[config.mk]
export PLATFORM = sky130hd
export DESIGN_NAME = alu_cmd_seq
export DESIGN_NICKNAME = d
export VERILOG_FILES = /design/src/rtl/alu_seq_pkg.sv /design/src/rtl/alu_seq_fifo.sv /design/src/rtl/alu_cmd_seq.sv
export SDC_FILE = /design/constraint.sdc
export NUM_CORES = 1
export LEC_CHECK = 0
export CAP_MARGIN = 5
export CORE_MARGIN = 8
export CORE_UTILIZATION = 51
export CTS_CLUSTER_DIAMETER = 120
export DETAILED_ROUTE_END_ITERATION = 10
export HOLD_SLACK_MARGIN = 0.08
export PLACE_DENSITY = 0.78
export SLEW_MARGIN = 20
export SYNTH_ARGS = -nofsm -noshare
export SYNTH_HDL_FRONTEND = slang
export SYNTH_SLANG_ARGS = --single-unit
export TNS_END_PERCENT = 20
[constraint.sdc]
create_clock -name clk -period 3.28 [get_ports clk]
set_input_delay 0.492 -clock clk [delete_from_list [all_inputs] [get_ports clk]]
set_output_delay 0.492 -clock clk [all_outputs]
set_load 0.1 [all_outputs]
[src/rtl/alu_seq_pkg.sv]
// Shared types and constants for the ALU command sequencer.
// Opcode values follow the ALU judge encoding; commands travel as one packed word.
package alu_seq_pkg;

    localparam int DATA_W = 8;
    localparam int OP_W   = 3;

    localparam logic [OP_W-1:0] OP_ADD = 3'b000;
    localparam logic [OP_W-1:0] OP_SUB = 3'b001;
    localparam logic [OP_W-1:0] OP_NOT = 3'b010;
    localparam logic [OP_W-1:0] OP_AND = 3'b011;
    localparam logic [OP_W-1:0] OP_OR  = 3'b100;
    localparam logic [OP_W-1:0] OP_XOR = 3'b101;
    localparam logic [OP_W-1:0] OP_GT  = 3'b110;
    localparam logic [OP_W-1:0] OP_EQ  = 3'b111;

    typedef struct packed {
        logic [OP_W-1:0]   op;
        logic [DATA_W-1:0] x;
        logic [DATA_W-1:0] y;
    } alu_cmd_t;

    typedef struct packed {
        logic [OP_W-1:0]   op;
        logic [DATA_W-1:0] result;
        logic              overflow;
    } alu_res_t;

    function automatic alu_cmd_t make_cmd(input logic [OP_W-1:0]   op,
                                          input logic [DATA_W-1:0] x,
                                          input logic [DATA_W-1:0] y);
        alu_cmd_t c;
        c.op = op;
        c.x  = x;
        c.y  = y;
        return c;
    endfunction

endpackage

[src/rtl/alu_seq_fifo.sv]
// Command FIFO: DEPTH entries (power of two), head shown combinationally, zero when empty.
// Push is ignored while full and pop while empty; count is the exact occupancy.
module alu_seq_fifo
    import alu_seq_pkg::*;
#(
    parameter int DEPTH = 4
) (
    input  logic                     clk,
    input  logic                     rst_n,
    input  logic                     push_i,
    input  alu_cmd_t                 wr_cmd_i,
    input  logic                     pop_i,
    output alu_cmd_t                 head_o,
    output logic                     full_o,
    output logic                     empty_o,
    output logic [$clog2(DEPTH):0]   count_o
);

    localparam int PTR_W = $clog2(DEPTH);
    localparam int CNT_W = PTR_W + 1;
    localparam logic [CNT_W-1:0] FULL_CNT = CNT_W'(DEPTH);

    alu_cmd_t         mem_q [DEPTH];
    logic [PTR_W-1:0] wr_ptr_q, wr_ptr_d;
    logic [PTR_W-1:0] rd_ptr_q, rd_ptr_d;
    logic [CNT_W-1:0] count_q, count_d;
    logic             do_push;
    logic             do_pop;

    assign full_o  = (count_q == FULL_CNT);
    assign empty_o = (count_q == '0);
    assign do_push = push_i && !full_o;
    assign do_pop  = pop_i && !empty_o;

    // Pointers wrap naturally because DEPTH is a power of two.
    always_comb begin
        wr_ptr_d = wr_ptr_q;
        rd_ptr_d = rd_ptr_q;
        count_d  = count_q;
        if (do_push) begin
            wr_ptr_d = wr_ptr_q + PTR_W'(1);
        end
        if (do_pop) begin
            rd_ptr_d = rd_ptr_q + PTR_W'(1);
        end
        case ({do_push, do_pop})
            2'b10:   count_d = count_q + CNT_W'(1);
            2'b01:   count_d = count_q - CNT_W'(1);
            default: count_d = count_q;
        endcase
    end

    always_ff @(posedge clk) begin
        if (!rst_n) begin
            wr_ptr_q <= '0;
            rd_ptr_q <= '0;
            count_q  <= '0;
        end else begin
            wr_ptr_q <= wr_ptr_d;
            rd_ptr_q <= rd_ptr_d;
            count_q  <= count_d;
        end
    end

    always_ff @(posedge clk) begin
        if (do_push) begin
            mem_q[wr_ptr_q] <= wr_cmd_i;
        end
    end

    assign head_o  = empty_o ? '0 : mem_q[rd_ptr_q];
    assign count_o = count_q;

endmodule

[src/rtl/alu_cmd_seq.sv]
// Buffers (op,x,y) commands, drives the head onto an external ALU, registers its result.
// Latency: push at edge N into idle block -> result valid after edge N+1; one result/cycle.
// Backpressure: in_ready = FIFO not full (count only); out_* hold while stalled. Option: ALU_SEQ_ZERO_FLAG_EN adds out_zero.
module alu_cmd_seq
    import alu_seq_pkg::*;
#(
    parameter int DEPTH = 4
) (
    input  logic                   clk,
    input  logic                   rst_n,
    input  logic                   in_valid,
    output logic                   in_ready,
    input  logic [OP_W-1:0]        in_op,
    input  logic [DATA_W-1:0]      in_x,
    input  logic [DATA_W-1:0]      in_y,
    output logic [DATA_W-1:0]      alu_x,
    output logic [DATA_W-1:0]      alu_y,
    output logic [OP_W-1:0]        alu_judge,
    input  logic [DATA_W-1:0]      alu_result,
    input  logic                   alu_overflow,
    output logic                   out_valid,
    input  logic                   out_ready,
    output logic [DATA_W-1:0]      out_result,
    output logic                   out_overflow,
    output logic [OP_W-1:0]        out_op,
    output logic [$clog2(DEPTH):0] count
`ifdef ALU_SEQ_ZERO_FLAG_EN
    ,
    output logic                   out_zero
`endif
);

    alu_cmd_t wr_cmd;
    alu_cmd_t head;
    logic     fifo_full;
    logic     fifo_empty;
    logic     push;
    logic     cap;

    alu_res_t res_q, res_d;
    logic     out_valid_q, out_valid_d;

    assign wr_cmd   = make_cmd(in_op, in_x, in_y);
    assign in_ready = !fifo_full;
    assign push     = in_valid && in_ready;
    // Capture whenever a command is waiting and the output slot is free or draining.
    assign cap      = !fifo_empty && (!out_valid_q || out_ready);

    alu_seq_fifo #(
        .DEPTH (DEPTH)
    ) u_fifo (
        .clk      (clk),
        .rst_n    (rst_n),
        .push_i   (push),
        .wr_cmd_i (wr_cmd),
        .pop_i    (cap),
        .head_o   (head),
        .full_o   (fifo_full),
        .empty_o  (fifo_empty),
        .count_o  (count)
    );

    assign alu_x     = head.x;
    assign alu_y     = head.y;
    assign alu_judge = head.op;

    always_comb begin
        res_d       = res_q;
        out_valid_d = out_valid_q;
        if (cap) begin
            res_d.op       = head.op;
            res_d.result   = alu_result;
            res_d.overflow = alu_overflow;
            out_valid_d    = 1'b1;
        end else if (out_ready) begin
            out_valid_d = 1'b0;
        end
    end

    always_ff @(posedge clk) begin
        if (!rst_n) begin
            res_q       <= '0;
            out_valid_q <= 1'b0;
        end else begin
            res_q       <= res_d;
            out_valid_q <= out_valid_d;
        end
    end

    assign out_valid    = out_valid_q;
    assign out_result   = res_q.result;
    assign out_overflow = res_q.overflow;
    assign out_op       = res_q.op;

`ifdef ALU_SEQ_ZERO_FLAG_EN
    logic zero_q, zero_d;

    always_comb begin
        zero_d = zero_q;
        if (cap) begin
            zero_d = (alu_result == '0);
        end
    end

    always_ff @(posedge clk) begin
        if (!rst_n) begin
            zero_q <= 1'b0;
        end else begin
            zero_q <= zero_d;
        end
    end

    assign out_zero = zero_q;
`endif

endmodule

==> summary.md <==
| Metric | Value |
|---|---|
| Netlist cell types | `26` |
| Max cap viols | `0` |
| Mapped cell area | `around 3800 um^2` |
| DR vias/cell | `5.386` |
| RSZ-0062 raised after global routing | `no` |
| DRT iter0 DRCs | `118` |
| Initial Util | `between 50 and 60%` |
| Routed via count | `about 2200` |
| Post-synth top area cell | `edfxtp_1` |
| Most common cell after layout, fill and taps aside | `edfxtp_1` |
| Initial antenna violation count | `0` |
| CTS Sinks | `just under 100` |
| Total GRT Usage | `15.23%` |
| GRT overflow | `0` |
| Setup TNS | `0 ns` |
| Max-slew headroom | `33.30%` |
| Routability Congestion | `roughly 0.75` |
| I/O Buffers | `67` |
| Post-Syn Area per Cell | `16.42 um^2` |
| Yosys top cell area share | `59.41%` |
| CTS Hold Bufs | `0` |
| Mapped Nets | `272` |
| Type of origin of the critical path | `flip-flop` |
| Sequential share of the synthesized area | `70.88%` |
| Critical path type | `reg -> out` |
| Largest net degree at the start of global routing | `33` |
| Yosys warning count | `0` |
| Synth-to-Final Area Change | `29.90%` |
| Vias in the first global route | `~2300` |
| Clk_lat worst skew | `0.35 ns` |
| Die width | `102.8 um` |
| # fillers | `514` |
| Clock Skew | `0.007164 ns` |
| Data required, critical path | `2.79 ns` |
| Root Buffer | `clkbuf_8` |
| CTS HTree Levels | `3` |
| Worst-path clk slew | `0.09 ns` |
| I/O pins | `68` |
| Syn Inst Count | `234` |
| Fin crit period | `2.623 ns` |
| Final setup vio count | `0` |
| Drt pass-1 iters | `4` |
| Fin. Hold Viols | `0` |
| DIE AREA | `10560 um^2` |
| DRT Wirelength | `~7.7 mm` |
| Final Max Tran Viols | `0` |
| First-pass GRT wire length | `11.78 mm` |
| Routed length per placed instance | `18.84 um` |
| Most frequent cells in the layout | `edfxtp_1, clkdlybuf4s50_1, dfxtp_1` |
| Residual DRC | `0` |
| Core Area | `7292 um^2` |
| Worst-path fanout max | `32` |
| Post_cts resized | `0` |
| CTS Buffer Depth | `2` |
| Worst Path Arrival | `2.13 ns` |
| Top cells by area in the synthesized netlist | `edfxtp_1, dfxtp_1, mux4_2` |
| Least-Margin Pin Slew | `approximately 1.0 ns` |
| Share of cells above drive strength 1 | `20.45%` |
| Status | `finished, final reports clean` |
| Worst Hold Class | `reg -> reg` |
| Crit path capture type | `output pin` |
| Std cell rows | `31` |
| Final net count | `341` |
| Max Freq | `381.3 MHz` |
| CTS Buf Count | `9` |
| CTS tree | `done` |
| Post-route ant nets | `0` |
| Register bit count reported by yosys | `98` |
| Post-CTS Setup Inserts | `0` |
| Final worst path period share | `79.96%` |
| Worst Setup SP | `u_fifo.count_o[0]` |
| N_diodes | `0` |
| Die Y | `102.8 um` |
| Hold wc startpoint | `out_result[0]` |
| Worst reg2reg path startpoint | `u_fifo.count_o[2]` |
| Detailed placer's ending HPWL | `around 5 mm` |
-- per-stage QoR --
step / hold slack (ns) / cell area (um^2) / cells / worst slack, ns / utilization (%)
after floorplan: 0.4489 / 3841 / 234 / 0.2031 / -
after global placement: 0.4596 / 4781 / 391 / 0.5977 / 65.56
after detailed placement: 0.4658 / 4781 / 391 / 0.4798 / 65.56
after CTS: 0.4782 / 4990 / 407 / 0.5966 / 68.43
after global routing: 0.5011 / 4990 / 407 / 0.4699 / 68.43
final: 0.4786 / 4990 / 407 / 0.6573 / 68.43
-- sequential cells by signal (all words and copies together), names as in the netlist, named ones only --
| name | cells |
|---|---|
| out_valid | 1 |
| u_fifo.wr_ptr_q | 2 |
| u_fifo.count_o | 3 |
| u_fifo.rd_ptr_q | 2 |
| out_op | 3 |
| out_result | 8 |
| u_fifo.mem_q | 76 |
| out_overflow | 1 |
-- cells by family (layout without fill, tap and decap cells) --
kind of cell	count (synthesis)	after routing	synth area share, %
and+or+nand+nor	52	52	7.752
buffers and inverters	21	95	2.671
adders and majority gates	6	6	2.150
xor gates and xnor gates	2	2	0.4561
DFF	98	98	70.88
muxes	20	20	11.40
AOI/OAI and AO/OA	35	35	4.690
-- area by class of cell --
class                      count  area (um^2)  share of cell area [%]
clock buffer                  10        127.6                   2.558
tap                           99        123.9                   2.482
inverter                       6        22.52                  0.4514
clock inverter                 6        81.33                   1.630
timing repair buffer          73        895.9                   17.95
sequential                    98         2723                   54.56
multi-input combinational    115         1016                   20.36
-- path summary, 6_finish.rpt --
path,end,depth (start not counted),slack (ns)
hold / removal,out_result[0],2,0.48
hold reg to reg,out_result[0],2,0.48
setup / recovery,alu_y[1],3,0.66
setup reg to reg,u_fifo.count_o[2],8,0.93
-- metal layers --
metal  GRT usage [%]  up-vias  routed length, um
li1                -     1022                  -
met1           16.78     1096               3054
met2           26.37       59               3937
met3           3.781       15                508
met4           8.676        0                170
met5               0        -                  0
-- cell usage after synthesis (all sizes together) --
master / n
inv: 6
nand2b: 2
nand2: 2
and3: 4
xor2: 2
edfxtp: 76
mux4: 19
and2: 19
a21oi: 19
o21ai: 14
mux2i: 1
nor3: 1
buf: 7
ha: 5
dfxtp: 22
fa: 1
or3: 3
or3b: 1
clkbuf: 8
nor2: 4
nand3: 15
nor2b: 1
a21o: 2
-- critical path, stage by stage (launching register included) --
cell and delay [ns]:
dfxtp_1 0.45, or3_1 0.80, and2_1 0.32, buf_12 0.19
Power is not shown: default switching activity piles up to over one toggle a cycle in this logic, so the estimate is an artifact.
